===== config.mk =====
export PLATFORM = sky130hd
export DESIGN_NAME = uart_top
export DESIGN_NICKNAME = d
export VERILOG_FILES = /design/src/rtl/uart_top.sv
export SDC_FILE = /design/constraint.sdc
export NUM_CORES = 1
export LEC_CHECK = 0
export BUFFER_PORTS_ARGS = -buffer_cell sky130_fd_sc_hd__buf_2
export CAP_MARGIN = 15
export CORE_MARGIN = 2
export CORE_UTILIZATION = 30
export CTS_BUF_LIST = sky130_fd_sc_hd__clkbuf_16
export DETAILED_ROUTE_END_ITERATION = 6
export GPL_TIMING_DRIVEN = 0
export HOLD_SLACK_MARGIN = 0.08
export SKIP_CTS_REPAIR_TIMING = 1
export SLEW_MARGIN = 15
export SYNTH_ARGS = -nofsm -noshare
export SYNTH_HDL_FRONTEND = slang
export SYNTH_SLANG_ARGS = --single-unit

===== constraint.sdc =====
create_clock -name clk -period 3.2 [get_ports clk]
set_input_delay 0.16 -clock clk [delete_from_list [all_inputs] [get_ports clk]]
set_output_delay 0.16 -clock clk [all_outputs]
set_load 0.1 [all_outputs]

===== src/rtl/uart_top.sv =====
// uart_top: 8N1 UART receiver with ASCII rate-command decode and a 1 Hz tick.
//   clk      - system clock, all state on rising edge
//   reset    - asynchronous active-high reset
//   RX       - asynchronous serial input, idle high, LSB first
//   owData   - last correctly framed received byte
//   owSTART  - one-clock pulse when a start bit is validated
//   oRate    - rate code set by received '0'..'3'
//   owClk1s  - free-running 1 Hz square wave, 50% duty
module uart_top #(
  parameter int unsigned CLK_HZ = 100000000,
  parameter int unsigned BAUD   = 9600
) (
  input  logic       clk,
  input  logic       reset,
  input  logic       RX,
  output logic [7:0] owData,
  output logic       owSTART,
  output logic [1:0] oRate,
  output logic       owClk1s
);

  localparam int unsigned BIT_CLKS  = (CLK_HZ + BAUD / 2) / BAUD;
  localparam int unsigned HALF_CLKS = BIT_CLKS / 2;
  localparam int unsigned SEC_HALF  = CLK_HZ / 2;
  localparam int unsigned CW        = $clog2(BIT_CLKS + 1);

  localparam logic [CW-1:0] BIT_M1  = CW'(BIT_CLKS - 1);
  localparam logic [CW-1:0] HALF_M1 = CW'(HALF_CLKS - 1);
  localparam logic [25:0]   SEC_M1  = 26'(SEC_HALF - 1);

  typedef enum logic [1:0] {IDLE, START, DATA, STOP} state_t;

  state_t        state, state_n;
  logic          rx_meta, rx_sync, rx_prev;
  logic [CW-1:0] bit_cnt, cnt_n;
  logic [2:0]    bit_idx, idx_n;
  logic [7:0]    shift, shift_n;
  logic [7:0]    data_n;
  logic          start_n;
  logic [1:0]    rate_n;
  logic [25:0]   sec_cnt;

  // Two synchronizer flops plus one history flop for falling-edge detection.
  always_ff @(posedge clk or posedge reset) begin
    if (reset) begin
      rx_meta <= 1'b1;
      rx_sync <= 1'b1;
      rx_prev <= 1'b1;
    end else begin
      rx_meta <= RX;
      rx_sync <= rx_meta;
      rx_prev <= rx_sync;
    end
  end

  always_ff @(posedge clk or posedge reset) begin
    if (reset) begin
      state   <= IDLE;
      bit_cnt <= '0;
      bit_idx <= '0;
      shift   <= '0;
      owData  <= '0;
      owSTART <= 1'b0;
      oRate   <= '0;
    end else begin
      state   <= state_n;
      bit_cnt <= cnt_n;
      bit_idx <= idx_n;
      shift   <= shift_n;
      owData  <= data_n;
      owSTART <= start_n;
      oRate   <= rate_n;
    end
  end

  always_comb begin
    state_n = state;
    cnt_n   = bit_cnt + CW'(1);
    idx_n   = bit_idx;
    shift_n = shift;
    data_n  = owData;
    start_n = 1'b0;
    rate_n  = oRate;
    case (state)
      IDLE: begin
        cnt_n = '0;
        if (rx_prev && !rx_sync) state_n = START;
      end
      START: begin
        if (bit_cnt == HALF_M1) begin
          cnt_n = '0;
          if (!rx_sync) begin
            start_n = 1'b1;
            idx_n   = '0;
            state_n = DATA;
          end else begin
            // Line went back high before mid-bit: treat as a glitch.
            state_n = IDLE;
          end
        end
      end
      DATA: begin
        if (bit_cnt == BIT_M1) begin
          cnt_n   = '0;
          shift_n = {rx_sync, shift[7:1]};
          idx_n   = bit_idx + 3'd1;
          if (bit_idx == 3'd7) state_n = STOP;
        end
      end
      STOP: begin
        if (bit_cnt == BIT_M1) begin
          cnt_n   = '0;
          state_n = IDLE;
          if (rx_sync) begin
            data_n = shift;
            if (shift[7:2] == 6'b001100) rate_n = shift[1:0];
          end
        end
      end
      default: state_n = IDLE;
    endcase
  end

  always_ff @(posedge clk or posedge reset) begin
    if (reset) begin
      sec_cnt <= '0;
      owClk1s <= 1'b0;
    end else if (sec_cnt == SEC_M1) begin
      sec_cnt <= '0;
      owClk1s <= ~owClk1s;
    end else begin
      sec_cnt <= sec_cnt + 26'd1;
    end
  end

endmodule


# Word level (Yosys, flattened, before mapping)
# Index checks and enable logic that the tools add are counted.
# classes
add_sub_neg	3
multipliers	0
div_mod_pow	0
magnitude_cmp	0
n_eq_ne	14
n_shift	0
muxes	18
n_bitwise	1
reduce_logical	10
# op_table
cell	n
one-hot mux 14 bit (3 select lines)	1
two-way mux 14 bit	2
adder 26 x 1 -> 26 bit, second input constant	1
== test 26 bit, second input constant	1
two-way mux 26 bit	1
adder 14 x 1 -> 14 bit, second input constant	1
== test 14 x 13 -> 1 bit, second input constant	1
== test 14 bit, second input constant	1
two-way mux 2 bit	6
inequality test 2 bit, second input constant	6
two-way mux 3 bit	3
one-hot mux 2 bit (4 select lines)	1
AND reduction 4 bit	2
== test 6 x 4 -> 1 bit, second input constant	1
one-hot mux 3 bit (2 select lines)	1
AND reduction 5 bit	1
== test 2 bit, second input constant	2
adder 3 x 1 -> 3 bit, second input constant	1
== test 3 bit, second input constant	1
two-way mux 1 bit	3
AND reduction 3 bit	1
== test 2 x 1 -> 1 bit, second input constant	1
zero test 2 bit	1
AND reduction 2 bit	1
other kinds (5)	5
# totals
regBits	68
latch_bits	0
ramBits	0
mem_bits_ro	0
inputBits	3
output_inout_bits	12
elab_cells	58
mem_count	0

# Logic depth before layout (Yosys ltp)
# depth
word_depth	4
depth_mapped	8
mapped_depth_nobuf	7

# Worst setup path before layout
# No wires, ideal clock.
# synth_path
path_kind	reg2reg
start	register bit_cnt[2]
end	register shift[0]
setup_time_ns	0.125
arrival_time_ns	1.967
t_required_ns	3.075
setup_slack_ns	1.109
path_stages_with_launch	6
path_buffers	1
period_less_slack_ns	2.091
cell_sequence	dfrtp_1 > or4b_4 > nor4_4 > and3_2 > buf_2 > mux2_2
# synth_between
elab_chain_len	2
# synth_rtl
item	line	rtl
from (decl)	35	logic [CW-1:0] bit_cnt, cnt_n;
from (signal assigned)	67	bit_cnt <= cnt_n;
== test 14 bit	103	if (bit_cnt == BIT_M1) begin
AND reduction 2 bit (no line)	--	
to (signal assigned)	69	shift <= shift_n;
to (decl)	37	logic [7:0] shift, shift_n;
# No other way between the ends.
# A chain may end at the register's enable or synchronous reset.

# Worst setup path in the final report
# layout_path
start	register bit_cnt[2]
end	register bit_cnt[7]
# layout_between
elab_chain_len	3
elab_cells_between_ends	6
cone_classes	add/sub (1); eq/ne (2); mux (3)
# layout_rtl
item	line	rtl
adder 14 x 1 -> 14 bit (tied with other cells)	78	cnt_n = bit_cnt + CW'(1);
two-way mux 14 bit, on equally long branches	103, 111, 90	
one-hot mux 14 bit (3 select lines) (*)	84	case (state)
net cnt_n[7]	35	
# The timed path passes the listed nets; every way through them passes the cells marked *.

==> impl_results.md <==
- CP Data Arrival Time: 2.51 ns
- Syn Area/Cell: 11.8 um2
- Detailed placement HPWL: 3590 um
- Drt initial violations: 44
- First-pass GRT wire length: 9720 um
- Setup-failing EPs final: 0
- Worst Slack Setup Final: 0.891 ns
- Most common cell after layout, fill and taps aside: dfrtp_1
- Largest net degree at the start of global routing: 47
- Most Crowded Layer GR: met2
- Final core utilization: 0.364
- Total GRT Usage: 0.109
- Synth area leaders: dfrtp_1, xor2_1, mux2_2
- Mapped Area: 3090 um2
- Via Count: 1959
- Clk sink count: 68
- Syn-to-layout area delta: 19.7%
- CP max FO: 10
- Peak supply drop: 0.251 mV
- PortBufs: 14
- Starting Density: 0.304
- Post-Synthesis Cells: 261
- DP Worst Slack: 0.867 ns
- CTS tree: built
- Worst-path clk slew: 0.06 ns
- CTS max path bufs: 2
- Number of fill cells: 982
- Die ar.: 11100 um2
- Crit path launch type: flop
- Clock root buffer: clkbuf_16
- Leakage: 1.70 nW
- Critical path type: flop to flop
- Die Y: 105 um
- First-pass detailed-route iteration total: 4
- Layout net count: 297
- Post-route clock period utilization: 0.721
- Most frequent cells in the layout: dfrtp_1, nor2_1, xor2_1
- YS warnings: 0
- Worst-Margin Slew: 0.772 ns
- I/O pins: 15
- Pwr/cell area: 529 nW/um2
- Flops & latches, synth: 68
- CP Capture Type: flop
- Yosys top cell by area: dfrtp_1
- Drt wl/cell: 12.7 um
- Slew Viols, Final: 0
- H-tree depth: 3
- # DRC: 0
- Site row count: 37
- Slew margin rel.: 0.484
- Reg2Reg Setup Slack: 0.89 ns
- # diodes: 0
- Max-Cap Viols: 0
- Hold Slack: 0.350 ns
- Drt total wl: 5450 um
- Hold Violations, Final: 0
- Placer congestion estimate: 0.764
- CP Data Required Time: 3.40 ns
- Share of layout cells above drive strength 1: 0.224
- Ys async rst share: 1.00
- Via/cell ratio: 4.56
- Die extent in x: 105 um
- Antenna violations before repair: 0
- M1 GR Usage: 0.139
- Post-synth EDFFs: 0
- Clk_lat worst skew: 0.32 ns
- GR Util met3: 0.0377
- Met2 Use GR: 0.174
- Status: completed
- GR Overflow Total: 0
- Antenna-violating nets left: 0
- Number of global-route vias before repair: 2018
- Hold Crit Class: input port to async pin
- Core area: 10100 um2
- RSZ-0062 raised after global routing: false
- Ys flop type: dfrtp_1
- Total negative slack: 0 ns
- Synth top area share: 0.527
- Net count after synthesis: 269
- Post-synthesis sequential area ratio: 0.553
- Cts bufs inserted: 9
- Final Critical Period: 2.31 ns
- Fin Clk Skew: 0.00484 ns
- Achievable Freq: 0.433 GHz
- Post-synth cell types: 39
- Final Power: 0.00195 W
-- cells in the mapped netlist, types with 2 or more instances --
master,number
dfrtp_1,65
nor2_1,37
xor2_1,24
nand3_1,19
mux2_2,17
nand2_1,15
xnor2_1,11
nand4_1,8
inv_1,7
and3_1,6
ha_1,5
a22o_1,3
buf_2,3
clkbuf_1,3
dfstp_2,3
and4_1,2
mux2_4,2
nand2b_1,2
nand3b_1,2
nand4b_1,2
nor2b_1,2
nor3_1,2
nor4_1,2
nor4_4,2
nor4b_1,2
o21ai_0,2
-- report_power, final --
group / total [W] / switching [W] / internal, W
sequential: 0.000873 / 0.00000621 / 0.000867
combinational: 0.0000412 / 0.0000292 / 0.0000120
clock: 0.00104 / 0.000360 / 0.000678
total: 0.00195 / 0.000395 / 0.00156
-- registers in the layout, indices dropped and copies added, names as in the netlist, 2 cells and up, named ones only --
signal and flops:
bit_cnt 14, bit_idx 3, oRate 2, owData 8
sec_cnt 26, shift 8
-- critical path, stage by stage (launching register included) --
cell and delay [ns]:
dfrtp_1 0.45, or4b_4 0.55, nor4_4 0.32, nand2b_1 0.18, a21boi_2 0.32, buf_2 0.29
nor2_1 0.08
-- cell families after synthesis --
| group | after synthesis | share of synthesized area |
|---|---|---|
| simple gates | 112 | 0.216 |
| mux | 20 | 0.0750 |
| xor+xnor | 35 | 0.0993 |
| buf+inv | 13 | 0.0170 |
| fa+ha+maj | 5 | 0.0203 |
| flops | 68 | 0.553 |
| compound gates | 8 | 0.0199 |
-- cell type report --
cell class | count | area [um2] | share of cell area
clock buffer | 9 | 225 | 0.0610
tap | 136 | 170 | 0.0461
inverter | 7 | 28.8 | 0.00779
buffer | 6 | 26.3 | 0.00712
clock inverter | 7 | 91.3 | 0.0247
timing repair buffer | 17 | 118 | 0.0319
multi-input combinational | 180 | 1330 | 0.360
sequential | 68 | 1710 | 0.462
-- layer usage --
layer / vias to the layer above / share of wire
met5: - / 0
met4: 0 / 0.016
met3: 9 / 0.037
met2: 29 / 0.47
met1: 960 / 0.47
li1: 961 / -
-- metrics by stage --
| stage | cells | area (um2) |
|---|---|---|
| floorplan | 261 | 3090 |
| detailed placement | 412 | 3360 |
| global route | 430 | 3690 |
| finish | 430 | 3690 |
| global placement | 411 | 3330 |
| CTS | 428 | 3670 |
-- path summary, 6_finish.rpt --
kind | start | end | cells after the start
worst min register to register | rx_meta | rx_sync | 0
max in group asynchronous | reset | sec_cnt[21] | 4
worst max register to register | bit_cnt[2] | bit_cnt[7] | 6
min in group clk | rx_meta | rx_sync | 0
worst min-delay path | reset | owData[3] | 3
worst max-delay path | bit_cnt[2] | bit_cnt[7] | 6
Power figures use the tool's default switching activity.
